File: src/rtl/integrador_desplazamiento_if.sv
// Bus bundle for the displacement integrator.
// Controls in, fixed/half-float displacement and status out.
interface integrador_desplazamiento_if;
  logic        habilitar;
  logic        limpiar;
  logic [23:0] velocidadFixed;
  logic [31:0] desplazamientof;
  logic [15:0] desplazamientoFloat;
  logic        impulso;
  logic        ocupado;
  logic        saturado;

  modport slave (
    input  habilitar,
    input  limpiar,
    input  velocidadFixed,
    output desplazamientof,
    output desplazamientoFloat,
    output impulso,
    output ocupado,
    output saturado
  );

  modport master (
    output habilitar,
    output limpiar,
    output velocidadFixed,
    input  desplazamientof,
    input  desplazamientoFloat,
    input  impulso,
    input  ocupado,
    input  saturado
  );
endinterface

File: src/rtl/integrador_desplazamiento.sv
// Integrates Q16.8 velocity into a saturating Q24.8 displacement
// and converts its integer part to half-float once per sample tick.
module integrador_desplazamiento #(
  parameter int PERIODO_MUESTRA = 1000
) (
  input logic clock,
  input logic reset_n,
  integrador_desplazamiento_if.slave bus
);

  if (PERIODO_MUESTRA < 32) begin : gPeriodo
    $error("PERIODO_MUESTRA must be >= 32");
  end

  localparam int CW = $clog2(PERIODO_MUESTRA);

  typedef enum logic [1:0] {
    ESPERA,
    NORMALIZA,
    EMPAQUETA
  } estado_t;

  estado_t estado, estadoSig;

  logic [CW-1:0] cuenta;
  logic          tick;
  logic          arranque;
  logic [32:0]   suma;
  logic [31:0]   accSig;
  logic [15:0]   regDesp;
  logic [3:0]    desplaz;
  logic          esCero;
  logic          esInf;
  logic          salir;
  logic [4:0]    exponente;
  logic [15:0]   empaquetado;

  always_comb begin
    tick = cuenta == CW'(PERIODO_MUESTRA - 1);
    arranque = tick & (bus.limpiar | bus.habilitar);
    suma = {1'b0, bus.desplazamientof} +
           {9'b0, bus.velocidadFixed};
    accSig = '0;
    if (!bus.limpiar)
      accSig = suma[32] ? '1 : suma[31:0];
    salir = esCero | esInf | regDesp[15];
    exponente = 5'd30 - {1'b0, desplaz};
    empaquetado = {1'b0, exponente, regDesp[14:5]};
    if (esInf)
      empaquetado = 16'h7C00;
    else if (esCero)
      empaquetado = 16'h0000;
  end

  always_comb begin
    estadoSig = estado;
    unique case (estado)
      ESPERA:    if (arranque) estadoSig = NORMALIZA;
      NORMALIZA: if (salir) estadoSig = EMPAQUETA;
      EMPAQUETA: estadoSig = ESPERA;
      default:   estadoSig = ESPERA;
    endcase
  end

  assign bus.ocupado = estado != ESPERA;

  always_ff @(posedge clock or negedge reset_n) begin
    if (!reset_n) begin
      estado                  <= ESPERA;
      cuenta                  <= '0;
      regDesp                 <= '0;
      desplaz                 <= '0;
      esCero                  <= 1'b0;
      esInf                   <= 1'b0;
      bus.desplazamientof     <= '0;
      bus.desplazamientoFloat <= '0;
      bus.impulso             <= 1'b0;
      bus.saturado            <= 1'b0;
    end else begin
      estado      <= estadoSig;
      cuenta      <= tick ? '0 : cuenta + 1'b1;
      bus.impulso <= 1'b0;
      if (arranque) begin
        bus.desplazamientof <= accSig;
        if (bus.limpiar)
          bus.saturado <= 1'b0;
        else if (suma[32])
          bus.saturado <= 1'b1;
        // n = accSig[31:8]; only its low 16 bits are normalised
        regDesp <= accSig[23:8];
        desplaz <= '0;
        esCero  <= accSig[31:8] == 24'd0;
        esInf   <= |accSig[31:24];
      end else if (estado == NORMALIZA && !salir) begin
        regDesp <= {regDesp[14:0], 1'b0};
        desplaz <= desplaz + 1'b1;
      end
      if (estado == EMPAQUETA) begin
        bus.desplazamientoFloat <= empaquetado;
        bus.impulso             <= 1'b1;
      end
    end
  end

endmodule
File: src/flat_wrapper.sv
// flat-port wrapper written by rule: the top's interface ports become plain ports
module integrador_desplazamiento_flat 
#(
  parameter int PERIODO_MUESTRA = 1000
)
  (clock, reset_n, bus_habilitar, bus_limpiar, bus_velocidadFixed, bus_desplazamientof, bus_desplazamientoFloat, bus_impulso, bus_ocupado, bus_saturado);
  integrador_desplazamiento_if bus_i ();
  input logic clock;
  input logic reset_n;
  input wire logic [$bits(bus_i.habilitar)-1:0] bus_habilitar;
  input wire logic [$bits(bus_i.limpiar)-1:0] bus_limpiar;
  input wire logic [$bits(bus_i.velocidadFixed)-1:0] bus_velocidadFixed;
  output wire logic [$bits(bus_i.desplazamientof)-1:0] bus_desplazamientof;
  output wire logic [$bits(bus_i.desplazamientoFloat)-1:0] bus_desplazamientoFloat;
  output wire logic [$bits(bus_i.impulso)-1:0] bus_impulso;
  output wire logic [$bits(bus_i.ocupado)-1:0] bus_ocupado;
  output wire logic [$bits(bus_i.saturado)-1:0] bus_saturado;
  assign bus_i.habilitar = bus_habilitar;
  assign bus_i.limpiar = bus_limpiar;
  assign bus_i.velocidadFixed = bus_velocidadFixed;
  assign bus_desplazamientof = bus_i.desplazamientof;
  assign bus_desplazamientoFloat = bus_i.desplazamientoFloat;
  assign bus_impulso = bus_i.impulso;
  assign bus_ocupado = bus_i.ocupado;
  assign bus_saturado = bus_i.saturado;
  integrador_desplazamiento #(.PERIODO_MUESTRA(PERIODO_MUESTRA)) u_core (.clock(clock), .reset_n(reset_n), .bus(bus_i));
endmodule
File: config.mk
export PLATFORM = sky130hd
export DESIGN_NAME = integrador_desplazamiento_flat
export DESIGN_NICKNAME = d
export VERILOG_FILES = /design/src/rtl/integrador_desplazamiento_if.sv /design/src/rtl/integrador_desplazamiento.sv /design/src/flat_wrapper.sv
export SDC_FILE = /design/constraint.sdc
export NUM_CORES = 1
export LEC_CHECK = 0
export ABC_CLOCK_PERIOD_IN_PS = 7700
export CAP_MARGIN = 40
export CORE_MARGIN = 10
export CORE_UTILIZATION = 25
export DETAILED_ROUTE_END_ITERATION = 10
export PLACE_DENSITY_LB_ADDON = 0.25
export SLEW_MARGIN = 30
export SYNTH_ARGS = -nofsm -noshare
export SYNTH_HDL_FRONTEND = slang
export SYNTH_SLANG_ARGS = --single-unit
File: constraint.sdc
create_clock -name clock -period 7.7 [get_ports clock]
set_input_delay 1.54 -clock clock [delete_from_list [all_inputs] [get_ports clock]]
set_output_delay 1.54 -clock clock [all_outputs]
set_load 0.01 [all_outputs]
**Yosys cells after proc, flatten, opt, wreduce, memory -nomap -nowiden**

Cells that the tools add are included.

- $add $sub $neg: 4
- Equal/unequal tests: 5
- Muxes and demuxes: 15
- Bitwise operators: 4
- Reductions and logical operators: 10

Operator list:

| cell | number |
|---|---|
| 32-bit two-way mux | 2 |
| 16-bit two-way mux | 3 |
| 32-bit by 24-bit adder with 33-bit output | 1 |
| 24-bit logical NOT | 1 |
| 15-bit two-way mux | 1 |
| 10-bit by 1-bit adder with 10-bit output (second input constant) | 1 |
| 10-bit == test (second input constant) | 1 |
| 10-bit two-way mux | 1 |
| 4-bit two-way mux | 2 |
| 8-bit OR reduction | 1 |
| 2-bit nonzero test | 3 |
| 5-bit by 4-bit subtractor with 5-bit output (first input constant) | 1 |
| 4-bit by 1-bit adder with 4-bit output (second input constant) | 1 |
| 2-bit two-way mux | 2 |
| 2-bit by 1-bit != test with 1-bit output (second input constant) | 2 |
| 2-bit one-hot mux with 2 select lines | 1 |
| 2-bit AND reduction | 2 |
| 1-bit two-way mux | 3 |
| 1-bit bitwise OR | 3 |
| 2-bit by 1-bit == test with 1-bit output (second input constant) | 1 |
| 2-bit == test (second input constant) | 1 |
| 2-bit logical NOT | 1 |
| 1-bit AND | 1 |
| 1-bit logical AND | 1 |
| 1-bit logical NOT | 1 |

- Bits in registers: 84
- Bits of input ports: 28
- Output and inout port bits: 51
- Logic and storage cells: 48

**Depth between registers and ports, before layout**

Gate-level depths: netlist of the first run.

- Depth after elaboration: 6
- Gate-level depth with buffers: 12
- Depth with buffers taken out: 11

**Least setup slack after synthesis of the first run**

Ideal clock, no wire load.

- Path type: input -> register
- Start point: in bus_velocidadFixed[0]
- End point: reg u_core.esCero
- Setup time: 0.095 ns
- Data arrival time: 4.089 ns
- Required time: 7.605 ns
- Slack: 3.516 ns
- Stages: 12
- Path buffers: 1
- Cells stage by stage: ha_1 -> fa_1 -> a211oi_2 -> o211ai_2 -> a41oi_2 -> o211ai_2 -> buf_6 -> nor2b_4 -> or3_4 -> a211oi_2 -> nand4b_1 -> o31ai_1

- Longest elaborated chain between the ends: 4

RTL lines:

| element | line | RTL |
|---|---|---|
| from (decl) | flat_wrapper.sv:12 | `input wire logic [$bits(bus_i.velocidadFixed)-1:0] bus_velocidadFixed;` |
| 32-bit by 24-bit adder with 33-bit output | integrador_desplazamiento.sv:41 | `suma = {1'b0, bus.desplazamientof} +` |
| 32-bit two-way mux | integrador_desplazamiento.sv:45 | `accSig = suma[32] ? '1 : suma[31:0];` |
| 32-bit two-way mux | integrador_desplazamiento.sv:44 | `if (!bus.limpiar)` |
| 24-bit logical NOT | integrador_desplazamiento.sv:92 | `esCero <= accSig[31:8] == 24'd0;` |
| to (signal assigned) | integrador_desplazamiento.sv:73 | `esCero <= 1'b0;` |
| to (signal assigned) | integrador_desplazamiento.sv:92 |  |
| to (decl) | integrador_desplazamiento.sv:32 | `logic esCero;` |

Every way passes these cells.
A chain may end at the register's enable or synchronous reset.

**Worst setup path after layout of the first run**

Ends and elaborated chain as after synthesis.

==> out/results.ini, run 1 <==
[run_status]
status=complete, no violations

[worst_setup_path]
cp-start-kind=input pin
crit_fanout=11
cp.required_ns=7.97
arrival_ns=4.96
end_kind=flip-flop
path_class=in -> reg

[yosys]
synth_seq_cells=83
yosys.area.top_type=dfrtp_1
syn_area_sq_um=5050
synthTopCellsByCount=dfrtp_1 (83), nand2_1 (76), nor2_1 (55)
netlist-cell-type-count=64
synth_largest_type_area_fraction=0.411
synth_nets=623
syn_area_per_cell_sq_um=8.90
async_flop_share=1.00
synth_area_leaders=dfrtp_1 (41%), ha_1 (6.4%), nand2_1 (5.6%)
ys.flop_type=dfrtp_1
syn-instance-count=568
ys_warn_count=0
synth-edff-count=0
seq_area_frac_synth=0.411
yosysMostFrequentCell=dfrtp_1

[clock_network]
numClockSinks=83
holdBufCountCts=0
cts_tree=done
cts_inserted_buffers=9
path_clk_slew_ns=0.07
post_cts_buffers=0
cts_resized=0
cts_root_buffer=clkbuf_16
cts_buffer_depth=2
cts_max_level=3
insertion_delay_ns=0.35

[sta]
slew_headroom=0.534
whs_ns=0.482
drv_slew=0
fmax_ghz=0.213
period_needed_ns=4.70
rsz0062_at_grt=no
fin_skew_ns=0.0106
tightest_slew_ns=0.699
finalHoldViolCount=0
finalCritPeriodShare=0.610
tns_ns=0
setup-violations-final=0

[cells_and_area]
postLayoutCoreUtil=0.324
nFillCells=2112
area_delta_synth_final_pct=26.2
nets=685
drive_above_1_share=0.0630
antenna_cells=0

[power_and_ir_drop]
p_leak_nw=2.73
power_density_nw_per_um2=150
p_total_mw=0.957
ir_worst_vdd_mv=0.0883

[placement]
dp.final_hpwl_um=11100
routabilityCongestion=0.871
portBuffers=77

[grt]
antenna_found_initial=0
grtUsageTotal=0.111
grt_max_degree=84
overflow=0
grt_pass1_vias=4404
grt_first_pass_wirelength_um=24000

[floorplan]
boundaryPins=79
chipHeight_um=162
core_area_sq_um=19700
die-area_sq_um=26300
chipWidth_um=162
start_util=0.257
rows=51

[route]
drt_iter0_drc=348
ant_nets=0
vias=4385
drt-total-wl_um=14500
drcViolationCount=0
first_pass_iters=5
wl_per_cell_um=16.1
via_per_inst=4.87

[flow_run]
drv_cap=0

[min_path]
hold_class=reg -> reg

kinds of logic (layout without fill, tap and decap cells):
| family | count (synthesis) | in the layout | share of synthesized area |
|---|---|---|---|
| multiplexers | 3 | 3 | 0.00619 |
| flip-flops | 83 | 83 | 0.411 |
| adder cells (fa/ha/maj) | 27 | 27 | 0.0683 |
| AND/OR/NAND/NOR | 199 | 199 | 0.181 |
| buffers and inverters | 38 | 105 | 0.0344 |
| other | 1 | 1 | 0.000742 |
| XOR/XNOR | 34 | 34 | 0.0589 |
| AO/OA/AOI/OAI | 183 | 183 | 0.240 |
state kept, by name, summed over array words and instances, names as in the netlist:
| register | cells |
|---|---|
| u_core.cuenta | 10 |
| u_core.bus.desplazamientof | 32 |
| u_core.desplaz | 4 |
| u_core.bus.desplazamientoFloat | 15 |
| u_core.esCero | 1 |
| u_core.regDesp | 16 |
| u_core.bus.impulso | 1 |
| u_core.estado | 2 |
| u_core.bus.saturado | 1 |
| u_core.esInf | 1 |
layout make-up:
class	count	area, sq um	area share
Clock buffer	9	225	0.0353
Timing Repair Buffer	82	827	0.130
Tap cell	265	332	0.0520
Inverter	7	26.3	0.00412
Clock inverter	7	83.8	0.0131
Multi-Input combinational cell	447	2810	0.440
Sequential cell	83	2080	0.326
metrics by stage:
step           worst slack, ns  instances  area [sq um]
2_1_floorplan             3.52        568          5050
3_3_place_gp              2.70        882          6030
3_5_place_dp              2.63        883          6040
4_1_cts                   3.00        899          6350
5_1_grt                   2.83        900          6380
6_report                  3.00        900          6380
power breakdown:
| group | switching (mW) | internal [mW] | leakage, nW |
|---|---|---|---|
| registers | 0 | 0.436 | 1.00 |
| clock network | 0.202 | 0.258 | 0.149 |
| logic | 0.0352 | 0.0259 | 1.58 |
worst max-delay path: stages:
cell	delay, ns
clkdlybuf4s50_1	0.40
ha_1	0.23
fa_1	0.44
a211oi_2	0.31
o211ai_2	0.15
a41oi_2	0.32
o211ai_2	0.28
nand3_2	0.25
and3_1	0.18
o21ai_1	0.09
or4b_1	0.54
o31ai_1	0.22
path summary, 6_finish.rpt:
| path | slack [ns] | start | end | cells after the start |
|---|---|---|---|---|
| min reg2reg | 0.48 | u_core.bus.desplazamientoFloat[10]$_DFFE_PN0P_ | u_core.bus.desplazamientoFloat[10]$_DFFE_PN0P_ | 2 |
| min in group asynchronous | 1.00 | reset_n | u_core.bus.desplazamientof[17]$_DFFE_PN0P_ | 1 |
| max reg2reg | 4.17 | u_core.bus.desplazamientof[0]$_DFFE_PN0P_ | u_core.esCero$_DFFE_PN0P_ | 11 |
| min | 0.48 | u_core.bus.desplazamientoFloat[10]$_DFFE_PN0P_ | u_core.bus.desplazamientoFloat[10]$_DFFE_PN0P_ | 2 |
| max | 3.00 | bus_velocidadFixed[0] | u_core.esCero$_DFFE_PN0P_ | 12 |
| max in group asynchronous | 6.12 | reset_n | u_core.bus.desplazamientof[30]$_DFFE_PN0P_ | 2 |
cell usage in the layout, fill, tap and decap left out, drive strengths merged, types with 13 or more instances in the layout:
master	n
dfrtp	83
nand2	76
clkdlybuf4s50	76
nor2	55
a21oi	51
o21ai	50
ha	26
nand3	21
xor2	18
xnor2	16
a21o	13
a22o	13
routing by layer:
metal  track usage  wire length [um]  vias up
li1              -                 -     2167
met2         0.172              6440      119
met3        0.0212               783       14
met5             0                 0        -
met4        0.0397               210        0
met1         0.152              7060     2085
Power figures use the tool's default switching activity.
==> run 2: changes to the inputs <==
ABC_CLOCK_PERIOD_IN_PS = 4400   (was 7700)
clock period = 4.4 ns   (was 7.7 ns; I/O delays follow)
==> out/results.ini, run 2 (synthesized netlist as in run 1, its figures left out) <==
[grt]
grt_max_degree=84  ; unchanged
grtUsageTotal=0.110  ; -0.000999
overflow=0  ; unchanged
grt_pass1_vias=4383  ; -0.48%
antenna_found_initial=0  ; unchanged
grt_first_pass_wirelength_um=23600  ; -1.5%

[floorplan]
chipWidth_um=162  ; unchanged
boundaryPins=79  ; unchanged
start_util=0.257  ; unchanged
core_area_sq_um=19700  ; unchanged
chipHeight_um=162  ; unchanged
rows=51  ; unchanged
die-area_sq_um=26300  ; unchanged

[clock_network]
insertion_delay_ns=0.35  ; about the same
path_clk_slew_ns=0.07  ; about the same
holdBufCountCts=0  ; unchanged
numClockSinks=83  ; unchanged
post_cts_buffers=0  ; unchanged
cts_inserted_buffers=9  ; unchanged
cts_resized=0  ; unchanged
cts_tree=done
cts_max_level=3  ; unchanged
cts_root_buffer=clkbuf_16
cts_buffer_depth=2  ; unchanged

[sta]
period_needed_ns=3.87
slew_headroom=0.538  ; +0.00382
fmax_ghz=0.259
finalHoldViolCount=0  ; unchanged
finalCritPeriodShare=0.879
rsz0062_at_grt=no
setup-violations-final=0  ; unchanged
fin_skew_ns=0.0157  ; +0.00509 ns
finalWorstSetupSlack_ns=0.535  ; -2.47 ns
tns_ns=0  ; unchanged
drv_slew=0  ; unchanged
tightest_slew_ns=0.694  ; -0.00573 ns

[power_and_ir_drop]
power_density_nw_per_um2=251  ; +67%
seqPwrFrac=0.477  ; +0.022
p_switching_mw=0.402  ; +69%
p_leak_nw=2.74  ; +0.32%
combPwrFrac=0.067  ; +0.003
p_clk_frac=0.457  ; -0.024
ir_worst_vdd_mv=0.168  ; +90%
p_total_mw=1.60  ; +67%
internal-power_mw=1.20  ; +67%
switching_share=0.251  ; +0.00311

[route]
drt-total-wl_um=14500  ; about the same
wl_met2_um=6320  ; -2.0%
first_pass_iters=6  ; +1
drcViolationCount=0  ; unchanged
drt_iter0_drc=235  ; -32%
wl_per_cell_um=16.0  ; -0.63%
via_per_inst=4.89  ; +0.45%
dr.max_layer_used=met4
vias=4429  ; +1.0%
wl_met3_um=852  ; +8.8%
ant_nets=0  ; unchanged
wl_met1_um=7000  ; -0.89%

[run_status]
status=complete, no violations

[placement]
dpl_worst_slack_ns=0.164  ; -2.47 ns
portBuffers=77  ; unchanged
dp.final_hpwl_um=11300  ; +1.1%
routabilityCongestion=0.890  ; +2.1%

[cells_and_area]
mostFrequentLayoutCell=dfrtp_1
antenna_cells=0  ; unchanged
drive_above_1_share=0.0688  ; +0.00576
nFillCells=2106  ; -0.28%
mostFrequentLayoutCells=dfrtp_1 (83), nand2_1 (76), clkdlybuf4s50_1 (76)
nets=690  ; +0.73%
reg_top3=u_core.bus.desplazamientof (32), u_core.regDesp (16), u_core.bus.desplazamientoFloat (15)
multi_input_area_sq_um=2810  ; unchanged
largest-register=u_core.bus.desplazamientof
largest_reg_flops=32  ; unchanged
register_area_sq_um=2080  ; unchanged
area_delta_synth_final_pct=26.3  ; about the same

[worst_setup_path]
cp-start-kind=input pin
crit_fanout=3  ; -8
arrival_ns=4.13  ; -0.83 ns
crit_path_start=bus_velocidadFixed[0]
cp_slowest_cell=or4b_1
path_buf_inv=1  ; unchanged
critical-path-top-delay-family=compound AO/OA/AOI/OAI gates
cp.required_ns=4.67  ; -3.30 ns
crit_chain=clkdlybuf4s50_1 > ha_1 > fa_1 > a211oi_2 > o211ai_2 > a41oi_2 > o21ba_2 > xor2_1 > and3_1 > o21ai_1 > or4b_1 > o31ai_1
path_class=in -> reg
slowest_delay_ns=0.55  ; about the same
worstReg2RegStart=u_core.bus.desplazamientof[0]$_DFFE_PN0P_
end_kind=flip-flop

[flow_run]
drv_cap=0  ; unchanged

[min_path]
hold_class=in -> async

[run 2: changes by cell type in the layout (fill, tap and decap cells not counted), sizes merged]
cell	previous run	this run
clkbuf	9	10
buf	6	11
bufinv	1	0
[run 2: final cells by class]
type / instances / share of cell area
timing repair buffer: 87 / 0.135
multi-input combinational: 447 / 0.440
tap: 265 / 0.0520
inverter: 7 / 0.00412
clock buffer: 10 / 0.0359
sequential: 83 / 0.325
clock inverter: 6 / 0.00745
[run 2: final timing paths]
check                                                        endpoint  slack, ns  depth (start not counted)
max reg2reg                                 u_core.esCero$_DFFE_PN0P_       1.06                         11
max in group asynchronous  u_core.bus.desplazamientof[29]$_DFFE_PN0P_       3.47                          2
min                        u_core.bus.desplazamientof[15]$_DFFE_PN0P_       0.34                          1
max                                         u_core.esCero$_DFFE_PN0P_       0.53                         12
min reg2reg                                u_core.cuenta[0]$_DFF_PN0_       0.48                          1
min in group clock                         u_core.cuenta[0]$_DFF_PN0_       0.48                          1
[run 2: power groups by stage]
stage / clock network [mW] / registers, mW / logic, mW
2_1_floorplan: 0 / 0.777 / 0.0517
3_3_place_gp: 0 / 0.777 / 0.104
3_5_place_dp: 0 / 0.777 / 0.104
4_1_cts: 0.750 / 0.763 / 0.105
5_1_grt: 0.784 / 0.762 / 0.119
6_report: 0.731 / 0.763 / 0.107
[run 2: per-stage QoR]
stage          hold slack [ns]   util  std cells  cell area, sq um
6_report                 0.341  0.325        905              6380
5_1_grt                  0.342  0.325        905              6380
4_1_cts                  0.484  0.323        904              6350
3_5_place_dp             0.470  0.309        888              6080
3_3_place_gp             0.468  0.309        887              6070
2_1_floorplan            0.444      -        568              5050
[run 2: per-layer routing]
layer,track usage,vias to the layer above
met5,0,-
met4,0.0447,0
met3,0.0228,19
met2,0.169,110
met1,0.148,2108
li1,-,2192
==> run 3: changes to the inputs <==
CAP_MARGIN = 25   (was 40)
GPL_ROUTABILITY_DRIVEN = 0   (was unset)
PLACE_DENSITY_LB_ADDON = 0.3   (was 0.25)
==> out/results.ini, run 3 (synthesized netlist as in run 1, its figures left out) <==
[run_status]
status=complete, no violations

[worst_setup_path]
arrival_ns=4.13  ; about the same
end_kind=flip-flop
worst-r2r-cell-count=11  ; unchanged
crit_fanout=3  ; unchanged
path_class=in -> reg
cp-start-kind=input pin
cp.required_ns=4.66  ; about the same

[power_and_ir_drop]
power_density_nw_per_um2=252  ; +0.48%
ir_worst_vdd_mv=0.166  ; -0.91%
p_leak_nw=2.72  ; -0.76%

[sta]
tightest_slew_ns=0.786  ; +0.0928 ns
finalWorstSetupSlack_ns=0.533  ; -0.00136 ns
period_needed_ns=3.87  ; +0.00136 ns
tns_ns=0  ; unchanged
slew_headroom=0.476  ; -0.0619
rsz0062_at_grt=no
setup-violations-final=0  ; unchanged
fin_skew_ns=0.00701  ; -0.00865 ns
drv_slew=0  ; unchanged
fmax_ghz=0.259  ; about the same
finalCritPeriodShare=0.879  ; about the same
finalHoldViolCount=0  ; unchanged

[min_path]
holdPathStages=2
hold_class=reg -> reg

[placement]
dp.final_hpwl_um=11000  ; -2.4%
portBuffers=77  ; unchanged
placed_cells=886  ; -0.23%
dpl_worst_slack_ns=0.145  ; -0.0189 ns
place_area_sq_um=6070  ; -0.19%

[clock_network]
holdBufCountCts=0  ; unchanged
path_clk_slew_ns=0.07  ; about the same
cts_max_level=3  ; unchanged
cts_resized=0  ; unchanged
numClockSinks=83  ; unchanged
cts_tree=done
post_cts_buffers=0  ; unchanged
cts_inserted_buffers=9  ; unchanged
cts_root_buffer=clkbuf_16
insertion_delay_ns=0.35  ; about the same
cts_buffer_depth=2  ; unchanged

[route]
drt_iter0_drc=377  ; +60%
vias=4351  ; -1.8%
via_per_inst=4.82  ; -1.4%
wl_per_cell_um=15.9  ; -0.55%
drcViolationCount=0  ; unchanged
ant_nets=0  ; unchanged
drt-total-wl_um=14400  ; -0.88%
first_pass_iters=5  ; -1

[flow_run]
drv_cap=0  ; unchanged

[floorplan]
chipWidth_um=162  ; unchanged
rows=51  ; unchanged
boundaryPins=79  ; unchanged
chipHeight_um=162  ; unchanged
die-area_sq_um=26300  ; unchanged
start_util=0.257  ; unchanged
core_area_sq_um=19700  ; unchanged

[cells_and_area]
nets=687  ; -0.43%
instances_no_fill=902  ; -0.33%
drive_above_1_share=0.0659  ; -0.00282
reg_top3=u_core.bus.desplazamientof (32), u_core.regDesp (16), u_core.bus.desplazamientoFloat (15)
antenna_cells=0  ; unchanged
largest-register=u_core.bus.desplazamientof
largest_reg_flops=32  ; unchanged
area_delta_synth_final_pct=25.6
mostFrequentLayoutCell=dfrtp_1
mostFrequentLayoutCells=dfrtp_1 (83), nand2_1 (76), clkdlybuf4s50_1 (76)
nFillCells=2101  ; -0.24%
postLayoutCellArea_sq_um=6340  ; -0.59%

[grt]
grtUsageTotal=0.111  ; +0.000290
overflow=0  ; unchanged
antenna_found_initial=0  ; unchanged
grt_pass1_vias=4215  ; -3.8%
grt_max_degree=59  ; -30%
grt_first_pass_wirelength_um=23500  ; -0.67%

-- run 3: cell count changes in the layout (fill, tap and decap cells not counted) --
cell and change:
buf_16 -1, inv_8 +1, nor3_1 -1, inv_6 -2, clkinvlp_4 +1, buf_6 -1, buf_2 -1, nor3_2 +1
-- run 3: metal layers --
| metal | wire length [um] | vias to the layer above | share of wire | global-route usage |
|---|---|---|---|---|
| met2 | 6340 | 86 | 0.44 | 0.164 |
| met3 | 686 | 13 | 0.048 | 0.0210 |
| li1 | - | 2184 | - | - |
| met4 | 222 | 0 | 0.015 | 0.0422 |
| met1 | 7110 | 2068 | 0.50 | 0.155 |
| met5 | 0 | - | 0 | 0 |
-- run 3: power breakdown --
group | leakage (nW) | total [mW] | internal [mW] | switching (mW)
clock network | 0.131 | 0.731 | 0.390 | 0.342
registers | 1.00 | 0.763 | 0.763 | 0
logic | 1.58 | 0.104 | 0.0430 | 0.0614
-- run 3: final cells by class --
| type | instances | area (sq um) | area share |
|---|---|---|---|
| well taps | 265 | 332 | 0.0523 |
| flip-flops and latches | 83 | 2080 | 0.327 |
| clock buffers | 10 | 229 | 0.0361 |
| repair buffers | 84 | 821 | 0.129 |
| clock inverters | 6 | 48.8 | 0.00769 |
| inverters | 7 | 26.3 | 0.00414 |
| multi-input cells | 447 | 2810 | 0.443 |
-- run 3: through the flow --
| step | total power, mW | hold WS [ns] | utilization |
|---|---|---|---|
| floorplan | 0.829 | 0.444 | - |
| global placement | 0.883 | 0.468 | 0.308 |
| detailed placement | 0.882 | 0.469 | 0.309 |
| CTS | 1.62 | 0.484 | 0.323 |
| global route | 1.66 | 0.508 | 0.323 |
| finish | 1.60 | 0.477 | 0.323 |
-- run 3: path summary, 6_finish.rpt --
path	startpoint	endpoint	slack, ns
worst max-delay path	bus_velocidadFixed[0]	u_core.esCero$_DFFE_PN0P_	0.53
min in group asynchronous	reset_n	u_core.bus.desplazamientof[4]$_DFFE_PN0P_	0.60
worst max register to register	u_core.bus.desplazamientof[0]$_DFFE_PN0P_	u_core.esCero$_DFFE_PN0P_	1.04
worst min register to register	u_core.bus.desplazamientoFloat[14]$_DFFE_PN0P_	u_core.bus.desplazamientoFloat[14]$_DFFE_PN0P_	0.48
max in group asynchronous	reset_n	u_core.regDesp[6]$_DFFE_PN0P_	2.94
worst min-delay path	u_core.bus.desplazamientoFloat[14]$_DFFE_PN0P_	u_core.bus.desplazamientoFloat[14]$_DFFE_PN0P_	0.48
-- run 3: worst max-delay path, cell delays in order --
cell	delay (ns)
clkdlybuf4s50_1	0.40
ha_1	0.23
fa_1	0.44
a211oi_2	0.29
o211ai_2	0.15
a41oi_2	0.31
o21ba_2	0.21
xor2_1	0.18
and3_1	0.18
o21ai_1	0.09
or4b_1	0.55
o31ai_1	0.23
